==> config.mk <==
export PLATFORM = sky130hd
export DESIGN_NAME = bsg_wormhole_concentrator
export DESIGN_NICKNAME = d
export VERILOG_FILES = /design/src/rtl/bsg_wormhole_concentrator.sv
export SDC_FILE = /design/constraint.sdc
export NUM_CORES = 1
export LEC_CHECK = 0
export ABC_AREA = 1
export CORE_ASPECT_RATIO = 0.7
export CORE_MARGIN = 10
export CORE_UTILIZATION = 54
export DETAILED_ROUTE_END_ITERATION = 8
export GPL_TIMING_DRIVEN = 0
export MAX_ROUTING_LAYER = met4
export PLACE_DENSITY = 0.84
export SYNTH_ARGS = -nofsm -noshare
export SYNTH_HDL_FRONTEND = slang
export SYNTH_SLANG_ARGS = --single-unit
==> constraint.sdc <==
create_clock -name clk_i -period 8.6 [get_ports clk_i]
set_input_delay 1.72 -clock clk_i [delete_from_list [all_inputs] [get_ports clk_i]]
set_output_delay 1.72 -clock clk_i [all_outputs]
set_load 0.02 [all_outputs]
==> src/rtl/bsg_wormhole_concentrator.sv <==
// Packet-atomic N:1 wormhole concentrator. Each input is buffered in a
// 2-entry FIFO, whole packets are arbitrated round-robin, and a saturating
// counter per input tallies the packets it has fully forwarded.
module bsg_wormhole_concentrator #(
  parameter int unsigned flit_width_p  = 32,
  parameter int unsigned num_in_p      = 4,
  parameter int unsigned cord_width_p  = 8,
  parameter int unsigned len_width_p   = 4,
  parameter int unsigned count_width_p = 16,
  localparam int unsigned link_width_lp = flit_width_p + 2
) (
  input  logic                              clk_i,
  input  logic                              reset_i,
  input  logic [num_in_p*link_width_lp-1:0] links_i,
  output logic [num_in_p*link_width_lp-1:0] links_o,
  input  logic [link_width_lp-1:0]          out_link_i,
  output logic [link_width_lp-1:0]          out_link_o,
  input  logic                              clear_i,
  output logic [num_in_p*count_width_p-1:0] packet_count_o
);

  localparam int unsigned sel_width_lp = $clog2(num_in_p);
  localparam logic [sel_width_lp:0] num_in_lp = (sel_width_lp+1)'(num_in_p);
  localparam logic [sel_width_lp-1:0] last_in_lp = sel_width_lp'(num_in_p - 1);

  localparam logic state_idle = 1'b0;
  localparam logic state_busy = 1'b1;

  logic [flit_width_p-1:0]  mem_q [num_in_p][2];
  logic [num_in_p-1:0]      wr_ptr_q, rd_ptr_q;
  logic [1:0]               fill_q [num_in_p];
  logic [count_width_p-1:0] count_q [num_in_p];

  logic                     state_q, state_d;
  logic [sel_width_lp-1:0]  last_grant_q, last_grant_d;
  logic [sel_width_lp-1:0]  owner_q, owner_d;
  logic [len_width_p-1:0]   remaining_q, remaining_d;

  logic [num_in_p-1:0]      in_v, enq, deq, full, nonempty;
  logic [flit_width_p-1:0]  in_data [num_in_p];
  logic [flit_width_p-1:0]  head [num_in_p];
  logic [sel_width_lp-1:0]  grant, sel;
  logic [sel_width_lp:0]    scan;
  logic                     out_v, out_ready, hs, done;
  logic [len_width_p-1:0]   hdr_len;
  logic                     unused_link_bits;

  // Unpack input links, derive FIFO status and drive the per-input ready
  always_comb begin
    links_o = '0;
    unused_link_bits = out_link_i[flit_width_p+1] ^ (^out_link_i[flit_width_p-1:0]);
    for (int i = 0; i < num_in_p; i++) begin
      in_v[i]     = links_i[i*link_width_lp + flit_width_p + 1];
      in_data[i]  = links_i[i*link_width_lp +: flit_width_p];
      full[i]     = (fill_q[i] == 2'd2);
      nonempty[i] = (fill_q[i] != 2'd0);
      enq[i]      = in_v[i] & ~full[i];
      head[i]     = mem_q[i][rd_ptr_q[i]];
      links_o[i*link_width_lp + flit_width_p] = ~full[i];
      unused_link_bits = unused_link_bits ^ links_i[i*link_width_lp + flit_width_p];
    end
  end

  // Round-robin pick: first non-empty input after last_grant, wrapping
  always_comb begin
    grant = '0;
    scan  = '0;
    // Walk downward so the nearest candidate is the last one written
    for (int k = num_in_p; k >= 1; k--) begin
      scan = {1'b0, last_grant_q} + (sel_width_lp+1)'(k);
      if (scan >= num_in_lp) scan = scan - num_in_lp;
      if (nonempty[scan[sel_width_lp-1:0]]) grant = scan[sel_width_lp-1:0];
    end
  end

  // Output mux and handshake; only the selected FIFO is ever dequeued
  always_comb begin
    sel        = (state_q == state_busy) ? owner_q : grant;
    out_v      = (state_q == state_busy) ? nonempty[owner_q] : (|nonempty);
    out_ready  = out_link_i[flit_width_p];
    hs         = out_v & out_ready;
    hdr_len    = head[sel][cord_width_p +: len_width_p];
    out_link_o = {out_v, 1'b0, head[sel]};
    deq        = '0;
    if (hs) deq[sel] = 1'b1;
  end

  // Packet FSM: a header locks the owner until its body has drained
  always_comb begin
    state_d      = state_q;
    owner_d      = owner_q;
    remaining_d  = remaining_q;
    last_grant_d = last_grant_q;
    done         = 1'b0;
    if (hs) begin
      if (state_q == state_idle) begin
        if (hdr_len == '0) begin
          done         = 1'b1;
          last_grant_d = grant;
        end else begin
          state_d     = state_busy;
          owner_d     = grant;
          remaining_d = hdr_len;
        end
      end else begin
        remaining_d = remaining_q - len_width_p'(1);
        if (remaining_q == len_width_p'(1)) begin
          state_d      = state_idle;
          last_grant_d = owner_q;
          done         = 1'b1;
        end
      end
    end
  end

  // Per-input 2-entry FIFOs
  always_ff @(posedge clk_i) begin
    if (reset_i) begin
      wr_ptr_q <= '0;
      rd_ptr_q <= '0;
      for (int i = 0; i < num_in_p; i++) fill_q[i] <= 2'd0;
    end else begin
      for (int i = 0; i < num_in_p; i++) begin
        if (enq[i]) begin
          mem_q[i][wr_ptr_q[i]] <= in_data[i];
          wr_ptr_q[i]           <= ~wr_ptr_q[i];
        end
        if (deq[i]) rd_ptr_q[i] <= ~rd_ptr_q[i];
        fill_q[i] <= fill_q[i] + 2'(enq[i]) - 2'(deq[i]);
      end
    end
  end

  // FSM and arbitration state
  always_ff @(posedge clk_i) begin
    if (reset_i) begin
      state_q      <= state_idle;
      last_grant_q <= last_in_lp;
      owner_q      <= '0;
      remaining_q  <= '0;
    end else begin
      state_q      <= state_d;
      last_grant_q <= last_grant_d;
      owner_q      <= owner_d;
      remaining_q  <= remaining_d;
    end
  end

  // Saturating packet counters; clear overrides a coincident completion
  always_ff @(posedge clk_i) begin
    if (reset_i || clear_i) begin
      for (int i = 0; i < num_in_p; i++) count_q[i] <= '0;
    end else if (done && (count_q[sel] != '1)) begin
      count_q[sel] <= count_q[sel] + count_width_p'(1);
    end
  end

  // Flatten counters onto the output bus
  always_comb begin
    packet_count_o = '0;
    for (int i = 0; i < num_in_p; i++) begin
      packet_count_o[i*count_width_p +: count_width_p] = count_q[i];
    end
  end

endmodule

==> run_results.csv <==
group,metric,value,unit
floorplanning,rows,53,
yosys,yosys-top-cells-area,"edfxtp_1 58%, nand2_1 10%, buf_4 6.2%, nor2_1 4.0%, dfxtp_1 3.0%",
power,worst_ir_drop_vdd,0.244,mV
yosys,postSynthAreaPerCell,10.0,um^2
timing,fin_tns_setup,0,ps
final_layout,multi_input_area,5140,um^2
yosys,yosysWarnings,0,
clock_tree,post_cts_resized,0,
timing,period_minus_slack,6770,ps
drt,wl_per_cell,21.8,um
flow_run,max-cap-violations,0,
floorplanning,fp.dieH,166,um
timing,rsz0062_at_grt,"false",
outcome,outcome,"completed",
clock_tree,ctsHoldBuffers,0,
setup_path,end_kind,"primary output",
timing,slew_headroom,27.2,%
power,power_density,396,nW/um^2
clock_tree,numCtsBuffers,35,
hold_path,hp-class,"reg2reg",
power,p_clk_share,17.5,%
placement,dp_hpwl,41.5,mm
clock_tree,clkSlewWorstSetupHoldPaths,60,ps
setup_path,start_kind,"register",
clock_tree,cts_tree,"done",
setup_path,critPathLaunch,"fill_q[0][1]",
global_route,grt_usage,28.3,%
yosys,synth_cell_types,37,
yosys,yosysMostFrequentCell,"nand2_1",
power,p_int,4.32,mW
setup_path,worstSetupEndpoint,"out_link_o[30]",
setup_path,required,6880,ps
floorplanning,start_util,54.9,%
placement,gp_congestion,1.00,
clock_tree,insertion_delay,540,ps
setup_path,cp_max_fo,10,
global_route,grt_pass1_vias,12745,
timing,hold_viol,0,
timing,holdWs,465,ps
drt,post-route-drc-count,0,
setup_path,r2r-end,"count_q[1][14]",
setup_path,rr_startpoint,"fill_q[0][1]",
power,leakage,8.77,nW
placement,numPortBuffers,236,
power,comb_power_share,57.2,%
clock_tree,cts_buffer_depth,3,
yosys,ys_ff_latch,345,
yosys,synth_fa_ha_area_share,0.833,%
clock_tree,clock-sinks,345,
yosys,ys.flop_type,"edfxtp_1",
setup_path,path_class,"reg2out",
global_route,grt_max_degree,33,
yosys,yosys.area_share.simple,20.4,%
drt,vias,13485,
yosys,async_flop_share,0,%
final_layout,nFillCells,2180,
timing,setup_viol,0,
drt,avgViaCountPerCell,5.38,
power,power.share.sequential,25.3,%
timing,fmax,0.148,GHz
timing,worstMarginPinSlew,1090,ps
timing,post-route-period-util,78.7,%
yosys,synth_edf_count,320,
final_layout,fin_nets,2248,
yosys,synth_top_family_by_area,"simple AND/OR/NAND/NOR gates",
drt,wirelength,54.7,mm
floorplanning,die_x,229,um
clock_tree,cts_setup_buffers,0,
floorplanning,dieArea,38100,um^2
final_layout,regArea,10100,um^2
yosys,netlist_instances,1647,
yosys,synth_top_area_share,58.2,%
yosys,synthesis.area,16500,um^2
power,sw_frac_of_total,48.5,%
power,switching_power,4.07,mW
yosys,yosys.area.top_type,"edfxtp_1",
drt,drtAntennaViolNets,0,
setup_path,r2r_setup_slack,3480,ps
global_route,grt.overflow.total,0,
global_route,antenna_found_initial,8,
clock_tree,clockRootBuffer,"clkbuf_16",
drt,drt_pass1_iterations,5,
yosys,netlist_top_cells_count,"444 x nand2_1, 320 x edfxtp_1, 177 x nor2_1, 137 x buf_4, 113 x inv_1",
floorplanning,core_area,30100,um^2
global_route,grt_pass1_wl,79.8,mm
final_layout,synthToLayoutAreaGrowth,28.3,%
setup_path,reg2reg_depth,22,
yosys,synth_compound_area_share,6.01,%
clock_tree,htreeDepth,2,
setup_path,cp.arrival,5050,ps
floorplanning,top_level_ports,407,
drt,drt_iter0_drc,1866,
yosys,synth-xor-area-share,0.530,%
timing,slew_viol_final,0,
yosys,ys_seq_area_share,61.2,%
yosys,muxShareOfSynthArea,0,%
final_layout,drive_gt1_share,13.6,%
timing,finClkSkew,18.2,ps
-- layout by cell type (no fill, tap or decap), types with 5 or more instances in the layout --
cell type          n
buf_2             12
o311ai_0          29
nor2_2            10
nand2_2            7
inv_1            113
o21ai_0           17
clkinv_1          10
or2_2             29
dfxtp_1           25
o211ai_1          30
edfxtp_1         320
nand2_1          444
xor2_1            10
nor2_4             8
conb_1           133
clkbuf_16         36
clkdlybuf4s50_1  236
buf_6             15
nand3_1           77
buf_4            138
nand4_1           24
inv_2              5
ha_1              11
nand3b_1           6
a21oi_1           76
nor2_1           173
clkbuf_1          53
diode_2            7
-- state kept, by name, indices dropped and copies added, names as in the netlist --
signal	flops
owner_q	2
count_q	64
remaining_q	4
last_grant_q	2
rd_ptr_q	4
wr_ptr_q	4
mem_q	256
state_q	1
fill_q	8
-- layer usage --
layer  track usage (%)  share of wire [%]  vias up  routed length (um)
met1              39.2                 41     6368               22600
met3              5.00                 11       85                5990
met4              8.27                2.3        0                1230
li1                  -                  -     6117                   -
met5                 -                  0        -                   0
met2              42.3                 45      915               24800
-- power groups by stage --
stage / logic [mW] / clock network [mW] / registers, mW
2_1_floorplan: 2.69 / 0 / 2.19
3_3_place_gp: 4.55 / 0 / 2.15
3_5_place_dp: 4.63 / 0 / 2.15
4_1_cts: 4.66 / 1.48 / 2.12
5_1_grt: 5.11 / 1.55 / 2.13
6_report: 4.80 / 1.47 / 2.12
-- kinds of logic after synthesis --
kind of cell | count (synthesis)
adders and majority gates | 11
DFF | 345
and+or+nand+nor | 793
AOI/OAI and AO/OA | 160
xor gates and xnor gates | 10
other | 1
buffers and inverters | 327
-- worst min-delay path by stage --
stage / start / endpoint / cells after the start
final: wr_ptr_q[1] / wr_ptr_q[1] / 2
after global routing: wr_ptr_q[0] / wr_ptr_q[0] / 2
after CTS: owner_q[1] / owner_q[1] / 2
after detailed placement: owner_q[1] / owner_q[1] / 2
after global placement: wr_ptr_q[1] / wr_ptr_q[1] / 2
after floorplan: owner_q[1] / owner_q[1] / 2
-- final cells by class --
| cell class | count | area share (%) |
|---|---|---|
| Sequential cell | 345 | 47.7 |
| Multi-Input combinational cell | 1107 | 24.3 |
| Timing Repair Buffer | 248 | 11.8 |
| Buffer | 205 | 6.38 |
| Clock buffer | 44 | 4.39 |
| Tap cell | 412 | 2.43 |
| Inverter | 122 | 2.16 |
| Clock inverter | 17 | 0.744 |
| Antenna cell | 7 | 0.0827 |
-- per-stage QoR --
stage | instances | power, mW | utilization, % | setup slack, ps | instance area [um^2]
after floorplan | 1779 | 4.88 | - | 3960 | 17000
after global placement | 2427 | 6.70 | 66.1 | 1910 | 19900
after detailed placement | 2439 | 6.78 | 66.7 | 2530 | 20100
after CTS | 2500 | 8.25 | 70.3 | 1910 | 21200
after global routing | 2507 | 8.79 | 70.4 | 1580 | 21200
final | 2507 | 8.39 | 70.4 | 1830 | 21200
-- critical path: stages (launching register included) --
cell,delay (ps)
dfxtp_1,340
nor2_1,470
nand2_1,190
nand3_1,160
nand2_1,70
clkinv_1,60
nand3_1,130
nand3_4,190
nand2_4,110
buf_6,190
nor2_4,390
clkbuf_1,470
clkbuf_1,480
a21oi_1,250
o311ai_0,260
clkdlybuf4s50_1,750
No activity file was read; power rests on OpenSTA's default activity.
